`config.mk`:
```
export PLATFORM = sky130hd
export DESIGN_NAME = pipeline_hazard_ctrl_flat
export DESIGN_NICKNAME = d
export VERILOG_FILES = /design/src/rtl/lab_pkg.sv /design/src/rtl/pipeline_hazard_ctrl_if.sv /design/src/rtl/load_use_detect.sv /design/src/rtl/pipeline_hazard_ctrl.sv /design/src/flat_wrapper.sv
export SDC_FILE = /design/constraint.sdc
export NUM_CORES = 1
export LEC_CHECK = 0
export CAP_MARGIN = 20
export CORE_UTILIZATION = 35
export DETAILED_ROUTE_END_ITERATION = 8
export DONT_BUFFER_PORTS = 1
export SETUP_SLACK_MARGIN = 0.1
export SLEW_MARGIN = 20
export SYNTH_ARGS = -nofsm -noshare
export SYNTH_HDL_FRONTEND = slang
export SYNTH_SLANG_ARGS = --single-unit
export TNS_END_PERCENT = 1
```
`constraint.sdc`:
```
create_clock -name clk -period 1.9 [get_ports clk]
set_clock_uncertainty 0.15 [all_clocks]
set_input_delay 0.38 -clock clk [delete_from_list [all_inputs] [get_ports clk]]
set_output_delay 0.38 -clock clk [all_outputs]
set_load 0.05 [all_outputs]
```
`src/rtl/lab_pkg.sv`:
```
// Shared types and constants for the LEGv8 pipeline hazard controller.
package lab_pkg;

   // Index of XZR; it always reads as zero, so a write to it is never a dependency.
   localparam int XZR = 31;

   // Sequencing states: normal flow, waiting on data memory, dead after timeout.
   typedef enum logic [1:0] {
      RUN      = 2'd0,
      MEM_WAIT = 2'd1,
      HALT     = 2'd2
   } hz_state_t;

   // Condition flags in {N,Z,V,C} order.
   typedef struct packed {
      logic n;
      logic z;
      logic v;
      logic c;
   } flags_t;

endpackage

```
`src/rtl/pipeline_hazard_ctrl_if.sv`:
```
// Bundle of pipeline status inputs and sequencing outputs for the hazard controller.
// master = the pipeline datapath side, slave = the controller.
interface pipeline_hazard_ctrl_if #(
   parameter int REG_AW = 5,
   parameter int CNT_W  = 16
);
   import lab_pkg::*;

   // ID / EX operand information
   logic [REG_AW-1:0] id_rn;
   logic [REG_AW-1:0] id_rm;
   logic              id_uses_rn;
   logic              id_uses_rm;
   logic [REG_AW-1:0] ex_rd;
   logic              ex_mem_read;

   // EX ALU flags and branch kind
   logic              ex_set_flag;
   logic              alu_n;
   logic              alu_z;
   logic              alu_v;
   logic              alu_c;
   logic              ex_uncond_br;
   logic              ex_check_lt;
   logic              ex_cbz;
   logic              ex_cbz_zero;

   // MEM-stage handshake
   logic              mem_access;
   logic              mem_ready;

   // Controls back to the datapath
   logic              pc_en;
   logic              ifid_en;
   logic              idex_en;
   logic              exmem_en;
   logic              memwb_en;
   logic              ifid_flush;
   logic              idex_flush;
   logic              br_taken;
   flags_t            flags_q;
   logic              halted;
   logic [CNT_W-1:0]  stall_cnt;

   modport master (
      output id_rn, id_rm, id_uses_rn, id_uses_rm, ex_rd, ex_mem_read,
      output ex_set_flag, alu_n, alu_z, alu_v, alu_c,
      output ex_uncond_br, ex_check_lt, ex_cbz, ex_cbz_zero,
      output mem_access, mem_ready,
      input  pc_en, ifid_en, idex_en, exmem_en, memwb_en,
      input  ifid_flush, idex_flush, br_taken, flags_q, halted, stall_cnt
   );

   modport slave (
      input  id_rn, id_rm, id_uses_rn, id_uses_rm, ex_rd, ex_mem_read,
      input  ex_set_flag, alu_n, alu_z, alu_v, alu_c,
      input  ex_uncond_br, ex_check_lt, ex_cbz, ex_cbz_zero,
      input  mem_access, mem_ready,
      output pc_en, ifid_en, idex_en, exmem_en, memwb_en,
      output ifid_flush, idex_flush, br_taken, flags_q, halted, stall_cnt
   );

endinterface

```
`src/rtl/load_use_detect.sv`:
```
// Combinational load-use compare: a load in EX whose destination is read by
// the instruction in ID forces a one-cycle bubble.
module load_use_detect #(
   parameter int REG_AW   = 5,
   parameter int ZERO_REG = 31
) (
   input  logic [REG_AW-1:0] id_rn,
   input  logic [REG_AW-1:0] id_rm,
   input  logic              id_uses_rn,
   input  logic              id_uses_rm,
   input  logic [REG_AW-1:0] ex_rd,
   input  logic              ex_mem_read,
   output logic              hazard
);
   localparam logic [REG_AW-1:0] ZERO_IDX = REG_AW'(ZERO_REG);

   logic [REG_AW-1:0] src_idx [2];
   logic [1:0]        src_use;
   logic [1:0]        src_hit;

   assign src_idx[0] = id_rn;
   assign src_idx[1] = id_rm;
   assign src_use    = {id_uses_rm, id_uses_rn};

   // One comparator per source operand of the ID instruction.
   genvar gi;
   generate
      for (gi = 0; gi < 2; gi++) begin : g_src
         assign src_hit[gi] = src_use[gi] & (src_idx[gi] == ex_rd);
      end
   endgenerate

   // XZR as a destination is discarded, so it never creates a dependency.
   assign hazard = ex_mem_read & (ex_rd != ZERO_IDX) & (|src_hit);

endmodule

```
`src/rtl/pipeline_hazard_ctrl.sv`:
```
// Sequencing controller for the 5-stage LEGv8 pipeline: flag register,
// EX branch resolution, load-use stall, memory wait freeze and timeout halt.
module pipeline_hazard_ctrl
   import lab_pkg::*;
#(
   parameter int REG_AW      = 5,
   parameter int ZERO_REG    = XZR,
   parameter int MEM_TIMEOUT = 15,
   parameter int CNT_W       = 16
) (
   input  logic                  clk,
   input  logic                  reset,
   pipeline_hazard_ctrl_if.slave hz
);
   localparam int              WAIT_W    = $clog2(MEM_TIMEOUT + 1);
   localparam logic [WAIT_W-1:0] WAIT_LAST = WAIT_W'(MEM_TIMEOUT - 1);
   localparam logic [WAIT_W-1:0] WAIT_ONE  = WAIT_W'(1);

   hz_state_t         state_reg;
   logic [WAIT_W-1:0] wait_cnt_reg;
   logic              halted_reg;
   flags_t            flags_reg;
   logic [CNT_W-1:0]  stall_cnt_reg;

   logic load_use;
   logic frozen;
   logic br_cond;
   logic br_take;
   logic stall;

   load_use_detect #(
      .REG_AW   (REG_AW),
      .ZERO_REG (ZERO_REG)
   ) u_load_use (
      .id_rn       (hz.id_rn),
      .id_rm       (hz.id_rm),
      .id_uses_rn  (hz.id_uses_rn),
      .id_uses_rm  (hz.id_uses_rm),
      .ex_rd       (hz.ex_rd),
      .ex_mem_read (hz.ex_mem_read),
      .hazard      (load_use)
   );

   // Freeze, branch decision and stall qualification; a taken branch beats a load-use bubble.
   always_comb begin
      frozen  = 1'b0;
      br_cond = 1'b0;
      br_take = 1'b0;
      stall   = 1'b0;
      frozen  = (state_reg != RUN) | (hz.mem_access & ~hz.mem_ready);
      br_cond = hz.ex_uncond_br
              | (hz.ex_check_lt & (flags_reg.n ^ flags_reg.v))
              | (hz.ex_cbz & hz.ex_cbz_zero);
      br_take = br_cond & ~frozen;
      stall   = load_use & ~frozen & ~br_take;
   end

   assign hz.pc_en      = ~frozen & ~stall;
   assign hz.ifid_en    = ~frozen & ~stall;
   assign hz.idex_en    = ~frozen;
   assign hz.exmem_en   = ~frozen;
   assign hz.memwb_en   = ~frozen;
   assign hz.br_taken   = br_take;
   assign hz.ifid_flush = br_take;
   assign hz.idex_flush = br_take | stall;
   assign hz.flags_q    = flags_reg;
   assign hz.halted     = halted_reg;
   assign hz.stall_cnt  = stall_cnt_reg;

   // Memory-wait FSM with timeout watchdog; HALT is only left through reset.
   always_ff @(posedge clk or posedge reset) begin
      if (reset) begin
         state_reg    <= RUN;
         wait_cnt_reg <= '0;
         halted_reg   <= 1'b0;
      end else begin
         case (state_reg)
            RUN: begin
               if (hz.mem_access && !hz.mem_ready) begin
                  wait_cnt_reg <= WAIT_ONE;
                  if (MEM_TIMEOUT <= 1) begin
                     state_reg  <= HALT;
                     halted_reg <= 1'b1;
                  end else begin
                     state_reg <= MEM_WAIT;
                  end
               end
            end
            MEM_WAIT: begin
               if (hz.mem_ready) begin
                  state_reg    <= RUN;
                  wait_cnt_reg <= '0;
               end else begin
                  wait_cnt_reg <= wait_cnt_reg + WAIT_ONE;
                  if (wait_cnt_reg == WAIT_LAST) begin
                     state_reg  <= HALT;
                     halted_reg <= 1'b1;
                  end
               end
            end
            HALT: begin
               halted_reg <= 1'b1;
            end
            default: begin
               state_reg <= RUN;
            end
         endcase
      end
   end

   // NZVC capture from flag-setting ops; a frozen pipeline does not commit flags.
   always_ff @(posedge clk or posedge reset) begin
      if (reset) begin
         flags_reg <= '0;
      end else if (hz.ex_set_flag && !frozen) begin
         flags_reg <= '{n: hz.alu_n, z: hz.alu_z, v: hz.alu_v, c: hz.alu_c};
      end
   end

   // Saturating count of cycles in which the PC did not advance.
   always_ff @(posedge clk or posedge reset) begin
      if (reset) begin
         stall_cnt_reg <= '0;
      end else if (!hz.pc_en && !(&stall_cnt_reg)) begin
         stall_cnt_reg <= stall_cnt_reg + CNT_W'(1);
      end
   end

endmodule

```
`src/flat_wrapper.sv`:
```
// flat-port wrapper written by rule: the top's interface ports become plain ports
module pipeline_hazard_ctrl_flat import lab_pkg::*;
#(
   parameter int REG_AW      = 5,
   parameter int ZERO_REG    = XZR,
   parameter int MEM_TIMEOUT = 15,
   parameter int CNT_W       = 16
)
  (clk, reset, hz_id_rn, hz_id_rm, hz_id_uses_rn, hz_id_uses_rm, hz_ex_rd, hz_ex_mem_read, hz_ex_set_flag, hz_alu_n, hz_alu_z, hz_alu_v, hz_alu_c, hz_ex_uncond_br, hz_ex_check_lt, hz_ex_cbz, hz_ex_cbz_zero, hz_mem_access, hz_mem_ready, hz_pc_en, hz_ifid_en, hz_idex_en, hz_exmem_en, hz_memwb_en, hz_ifid_flush, hz_idex_flush, hz_br_taken, hz_flags_q, hz_halted, hz_stall_cnt);
  pipeline_hazard_ctrl_if #(.REG_AW(REG_AW), .CNT_W(CNT_W)) hz_i ();
  input  logic clk;
  input  logic reset;
  input wire logic [$bits(hz_i.id_rn)-1:0] hz_id_rn;
  input wire logic [$bits(hz_i.id_rm)-1:0] hz_id_rm;
  input wire logic [$bits(hz_i.id_uses_rn)-1:0] hz_id_uses_rn;
  input wire logic [$bits(hz_i.id_uses_rm)-1:0] hz_id_uses_rm;
  input wire logic [$bits(hz_i.ex_rd)-1:0] hz_ex_rd;
  input wire logic [$bits(hz_i.ex_mem_read)-1:0] hz_ex_mem_read;
  input wire logic [$bits(hz_i.ex_set_flag)-1:0] hz_ex_set_flag;
  input wire logic [$bits(hz_i.alu_n)-1:0] hz_alu_n;
  input wire logic [$bits(hz_i.alu_z)-1:0] hz_alu_z;
  input wire logic [$bits(hz_i.alu_v)-1:0] hz_alu_v;
  input wire logic [$bits(hz_i.alu_c)-1:0] hz_alu_c;
  input wire logic [$bits(hz_i.ex_uncond_br)-1:0] hz_ex_uncond_br;
  input wire logic [$bits(hz_i.ex_check_lt)-1:0] hz_ex_check_lt;
  input wire logic [$bits(hz_i.ex_cbz)-1:0] hz_ex_cbz;
  input wire logic [$bits(hz_i.ex_cbz_zero)-1:0] hz_ex_cbz_zero;
  input wire logic [$bits(hz_i.mem_access)-1:0] hz_mem_access;
  input wire logic [$bits(hz_i.mem_ready)-1:0] hz_mem_ready;
  output wire logic [$bits(hz_i.pc_en)-1:0] hz_pc_en;
  output wire logic [$bits(hz_i.ifid_en)-1:0] hz_ifid_en;
  output wire logic [$bits(hz_i.idex_en)-1:0] hz_idex_en;
  output wire logic [$bits(hz_i.exmem_en)-1:0] hz_exmem_en;
  output wire logic [$bits(hz_i.memwb_en)-1:0] hz_memwb_en;
  output wire logic [$bits(hz_i.ifid_flush)-1:0] hz_ifid_flush;
  output wire logic [$bits(hz_i.idex_flush)-1:0] hz_idex_flush;
  output wire logic [$bits(hz_i.br_taken)-1:0] hz_br_taken;
  output wire logic [$bits(hz_i.flags_q)-1:0] hz_flags_q;
  output wire logic [$bits(hz_i.halted)-1:0] hz_halted;
  output wire logic [$bits(hz_i.stall_cnt)-1:0] hz_stall_cnt;
  assign hz_i.id_rn = hz_id_rn;
  assign hz_i.id_rm = hz_id_rm;
  assign hz_i.id_uses_rn = hz_id_uses_rn;
  assign hz_i.id_uses_rm = hz_id_uses_rm;
  assign hz_i.ex_rd = hz_ex_rd;
  assign hz_i.ex_mem_read = hz_ex_mem_read;
  assign hz_i.ex_set_flag = hz_ex_set_flag;
  assign hz_i.alu_n = hz_alu_n;
  assign hz_i.alu_z = hz_alu_z;
  assign hz_i.alu_v = hz_alu_v;
  assign hz_i.alu_c = hz_alu_c;
  assign hz_i.ex_uncond_br = hz_ex_uncond_br;
  assign hz_i.ex_check_lt = hz_ex_check_lt;
  assign hz_i.ex_cbz = hz_ex_cbz;
  assign hz_i.ex_cbz_zero = hz_ex_cbz_zero;
  assign hz_i.mem_access = hz_mem_access;
  assign hz_i.mem_ready = hz_mem_ready;
  assign hz_pc_en = hz_i.pc_en;
  assign hz_ifid_en = hz_i.ifid_en;
  assign hz_idex_en = hz_i.idex_en;
  assign hz_exmem_en = hz_i.exmem_en;
  assign hz_memwb_en = hz_i.memwb_en;
  assign hz_ifid_flush = hz_i.ifid_flush;
  assign hz_idex_flush = hz_i.idex_flush;
  assign hz_br_taken = hz_i.br_taken;
  assign hz_flags_q = hz_i.flags_q;
  assign hz_halted = hz_i.halted;
  assign hz_stall_cnt = hz_i.stall_cnt;
  pipeline_hazard_ctrl #(.REG_AW(REG_AW), .ZERO_REG(ZERO_REG), .MEM_TIMEOUT(MEM_TIMEOUT), .CNT_W(CNT_W)) u_core (.clk(clk), .reset(reset), .hz(hz_i));
endmodule
```
Word-level counts from Yosys, hierarchy flattened
Cells that the tools add are included.
{"block": "totals", "register_bits": 27, "out_inout_bits": 29, "elab_cells": 67}
{"block": "classes", "add_sub_neg": 2, "n_eq_ne": 10, "mux": 10, "bitwise_logic": 21, "n_reduce_logical": 16}
{"op": "adder 16 x 1 -> 16 bit, second input constant", "count": 1}
{"op": "AND reduction 16 bit", "count": 1}
{"op": "bitwise AND 1 bit", "count": 11}
{"op": "equality test 5 bit", "count": 2}
{"op": "2-to-1 mux 4 bit", "count": 2}
{"op": "one-hot mux 4 bit (2 select lines)", "count": 1}
{"op": "2-to-1 mux 2 bit", "count": 3}
{"op": "one-hot mux 2 bit (3 select lines)", "count": 1}
{"op": "AND reduction 3 bit", "count": 2}
{"op": "nonzero test 2 bit", "count": 3}
{"op": "inequality test 5 bit, second input constant", "count": 1}
{"op": "NOT 1 bit", "count": 5}
{"op": "adder 4 x 1 -> 4 bit, second input constant", "count": 1}
{"op": "equality test 4 bit, second input constant", "count": 1}
{"op": "logical NOT 1 bit", "count": 4}
{"op": "inequality test 2 x 1 -> 1 bit, second input constant", "count": 2}
{"op": "bitwise OR 1 bit", "count": 4}
{"op": "logical AND 1 bit", "count": 3}
{"op": "inequality test 3 x 2 -> 1 bit, second input constant", "count": 1}
{"op": "equality test 2 x 1 -> 1 bit, second input constant", "count": 1}
{"op": "equality test 2 bit, second input constant", "count": 1}
{"op": "logical NOT 2 bit", "count": 1}
{"op": "2-to-1 mux 1 bit", "count": 2}
{"op": "inequality test 2 bit, second input constant", "count": 1}
{"op": "4 further kinds", "count": 4}

Longest topological paths before layout
{"block": "logic_depth", "ltp_word": 11, "depth_mapped": 8, "mapped_depth_nobuf": 8}

Cells and area by module
Synthesis repeated with hierarchy kept, for this count alone.
{"block": "hier_totals", "cells_unflattened": 147, "hier_area_um2": 1485.2}
{"module": "pipeline_hazard_ctrl", "n_inst": 1, "cells_per_inst": 129, "area_each_um2": 1356.3}
{"module": "load_use_detect", "n_inst": 1, "cells_per_inst": 18, "area_each_um2": 128.9}

Least setup slack after synthesis
OpenSTA, ideal clock, no wires.
{"block": "synth_timing", "path_type": "register -> output", "from": "register u_core.flags_reg, in the netlist u_core.hz.flags_q[1]", "to": "output hz_ifid_flush", "arrival_ns": 1.960, "required_time_ns": 1.370, "slack_ns": -0.590, "path_stages_with_launch": 5, "path_cell_list": "dfrtp_1 -> xor2_1 -> a221oi_2 -> nor2_1 -> buf_4"}
{"block": "synth_via", "elab_chain_cells": 5}
{"item": "from (decl)", "line": "pipeline_hazard_ctrl.sv:22", "text": "flags_t flags_reg;"}
{"item": "from (signal assigned)", "line": "pipeline_hazard_ctrl.sv:116", "text": "flags_reg <= '{n: hz.alu_n, z: hz.alu_z, v: hz.alu_v, c: hz.alu_c};"}
{"item": "XOR 1 bit", "line": "pipeline_hazard_ctrl.sv:52", "text": "| (hz.ex_check_lt & (flags_reg.n ^ flags_reg.v))"}
{"item": "bitwise AND 1 bit", "line": "pipeline_hazard_ctrl.sv:52"}
{"item": "bitwise OR 1 bit", "line": "pipeline_hazard_ctrl.sv:52"}
{"item": "bitwise OR 1 bit", "line": "pipeline_hazard_ctrl.sv:53", "text": "| (hz.ex_cbz & hz.ex_cbz_zero);"}
{"item": "bitwise AND 1 bit", "line": "pipeline_hazard_ctrl.sv:54", "text": "br_take = br_cond & ~frozen;"}
{"item": "to (decl)", "line": "flat_wrapper.sv:35", "text": "output wire logic [$bits(hz_i.ifid_flush)-1:0] hz_ifid_flush;"}
No other way between the ends.

Worst setup path in the final report
{"block": "layout_timing", "from": "register u_core.flags_reg, in the netlist u_core.hz.flags_q[1]", "to": "output hz_ifid_en"}
{"block": "layout_via", "elab_chain_cells": 9}
{"item": "XOR 1 bit", "line": "pipeline_hazard_ctrl.sv:52"}
{"item": "bitwise AND 1 bit", "line": "pipeline_hazard_ctrl.sv:52"}
{"item": "bitwise OR 1 bit", "line": "pipeline_hazard_ctrl.sv:52"}
{"item": "bitwise OR 1 bit", "line": "pipeline_hazard_ctrl.sv:53"}
{"item": "bitwise AND 1 bit", "line": "pipeline_hazard_ctrl.sv:54"}
{"item": "NOT 1 bit", "line": "pipeline_hazard_ctrl.sv:55", "text": "stall = load_use & ~frozen & ~br_take;"}
{"item": "bitwise AND 1 bit", "line": "pipeline_hazard_ctrl.sv:55"}
{"item": "NOT 1 bit", "line": "pipeline_hazard_ctrl.sv:59", "text": "assign hz.ifid_en = ~frozen & ~stall;"}
{"item": "bitwise AND 1 bit", "line": "pipeline_hazard_ctrl.sv:59"}
{"item": "to (decl)", "line": "flat_wrapper.sv:31", "text": "output wire logic [$bits(hz_i.ifid_en)-1:0] hz_ifid_en;"}
No other way between the ends.

==> impl_metrics.ini <==
[run_status]
status = finished, violations left
violations = setup timing

[routing]
dr.pass1.iters = 4
vias = 1246
ant_nets = 0
drt_iter0_markers = 37
drc = 0
avgRoutedWirePerCell_um = 14.4
avgViaCountPerCell = 5.24
route.final.wire_length_um = 3430

[floorplan]
die_x_um = 68.1
fp.dieH_um = 68.1
start_util_pct = 37.4
rows = 23
design.core.area_um2 = 4090
dieArea_um2 = 4640
io_pins = 60

[cts]
cts_buffer_depth = 2
tritoncts = built
clkTransAtPathRegs_ns = 0.09
cts_made_buffers = 3
clk_latency_ns = 0.28
root_buffer = clkbuf_8
htree_levels = 1
numClockSinks = 27

[finish]
final_area_um2 = 2050
n_antenna_cell = 0
syn_to_final_growth_pct = 34.3
layout-drive-gt1-share_pct = 41.0
largest_register_ffs = 16
fin_nets = 223

[job]
max_cap_viol_count = 0

[synthesis]
synth_top_area_cell = dfrtp_1
synth_cells = 149
synth_area_leaders = dfrtp_1, xor2_1, xnor2_1
async_flop_share_pct = 100
syn_area_um2 = 1530
syn_nets = 183
yosysMostFrequentCell = dfrtp_1
yosys_warnings = 0
ys_seq_elements = 27
yosysSeqAreaShare_pct = 44.2
synthFlopType = dfrtp_1
netlist.area_leader.share_pct = 44.2
postSynthAreaPerCell_um2 = 10.3
synthTopCellsByCount = dfrtp_1, nand2_1, xor2_1
synth_edf_count = 0
synth_cell_types = 34

[place]
place_congestion = 0.787
port_buffers = 0
dp_hpwl_um = 2640
dpl_cell_area_um2 = 1910

[power]
powerDensity_nw_per_um2 = 1090
ir_drop_mv = 0.767
p_leak_nw = 0.888
p_total_mw = 2.24

[critical_path]
path_max_fanout = 2
worst_setup_path_end_kind = output pin
path_class = reg -> out
required_ns = 1.37
arrival_ns = 1.60
crit_path_start_kind = register

[timing]
max_slew_margin_pct = 68.7
clock.fmax_ghz = 0.469
hold_ws_ns = 0.109
finalWorstSetupSlack_ns = -0.232
setup_viol = 19
slew_violations = 0
rsz0062_at_grt = true
period_minus_slack_ns = 2.13
worst_pin_slew_ns = 0.470
final_hold_viol_count = 0
fin_crit_sh_pct = 112

[grt]
grt_pass1_vias = 1265
grt_pass1_wl_um = 5510
antenna_found_initial = 0
grt_remaining_overflow = 0
grt_max_degree = 28
groute.usage.overall_pct = 16.0

[min_path]
hp-class = in -> reg
## cells in the final DEF (no fill, tap or decap), drive strengths merged, types with 2 or more instances in the layout
cell type / instances
nand3: 7
and3: 3
mux2: 5
nand4: 3
xor2: 14
a21oi: 5
o31ai: 2
inv: 6
a31oi: 2
or2: 2
clkinvlp: 2
ha: 3
buf: 39
o21ai: 6
clkbuf: 3
xnor2: 11
nor2: 10
nand2: 18
nor3: 7
dfrtp: 27
## layout make-up
type	count	area [µm²]
Clock buffer	3	41.3
Clock inverter	1	7.51
Fill cell	396	2030
Inverter	7	30.0
Multi-Input combinational cell	110	851
Sequential cell	27	684
Tap cell	50	62.6
Timing Repair Buffer	40	377
## metal layers
layer	global-route usage, %	wire, µm
met1	18.9	1430
met2	27.2	1670
met3	4.33	275
met4	6.77	58
met5	0	0
## final timing paths
| path | startpoint | endpoint | slack, ns | cells past startpoint |
|---|---|---|---|---|
| worst max-delay path | u_core.hz.flags_q[1] | hz_ifid_en | -0.23 | 5 |
| worst min-delay path | hz_alu_c | u_core.hz.flags_q[0] | 0.11 | 1 |
| worst max register to register | u_core.hz.flags_q[1] | u_core.hz.stall_cnt[13] | -0.12 | 8 |
| worst min register to register | u_core.wait_cnt_reg[1] | u_core.wait_cnt_reg[1] | 0.40 | 2 |
| max in group asynchronous | reset | u_core.hz.flags_q[1] | 0.87 | 3 |
| min in group asynchronous | reset | u_core.hz.stall_cnt[9] | 0.44 | 3 |
## worst max-delay path: stages, from the launching register on
cell and delay [ns]:
dfrtp_2 0.41, xor2_1 0.17, a221oi_2 0.30, o211a_4 0.22, a21oi_4 0.06, buf_12 0.16
## logic make-up after synthesis
| logic type | share of synthesized area, % |
|---|---|
| AND/OR/NAND/NOR | 17.8 |
| flip-flops | 44.2 |
| XOR/XNOR | 14.3 |
| AO/OA/AOI/OAI | 13.2 |
| buffers and inverters | 4.17 |
| multiplexers | 3.93 |
| adder cells (fa/ha/maj) | 2.46 |
## through the flow
step / std cells / worst slack [ns] / util (%) / setup TNS, ns
4_1_cts: 238 / -0.301 / 49.8 / -3.23
2_1_floorplan: 149 / -0.294 / - / -4.50
3_3_place_gp: 231 / -0.0611 / 46.8 / -0.279
5_1_grt: 238 / -0.344 / 50.2 / -4.91
6_report: 238 / -0.232 / 50.2 / -1.71
3_5_place_dp: 231 / -0.0833 / 46.8 / -0.542
## power breakdown
part / internal, mW / switching [mW]
sequential: 0.705 / 0.111
clock: 0.149 / 0.186
combinational: 0.374 / 0.711
## what timing repair did
| item | in CTS | in global routing |
|---|---|---|
| setup endpoints to repair | 25 | 28 |
| endpoints found under the hold margin | 27 | 0 |
| pin swaps | 9 | 4 |
| hold buffers | 1 | 0 |
| gates resized for setup | 11 | 4 |
| gates cloned | 0 | 0 |
| setup buffers | 2 | 0 |
Power figures use the tool's default switching activity.
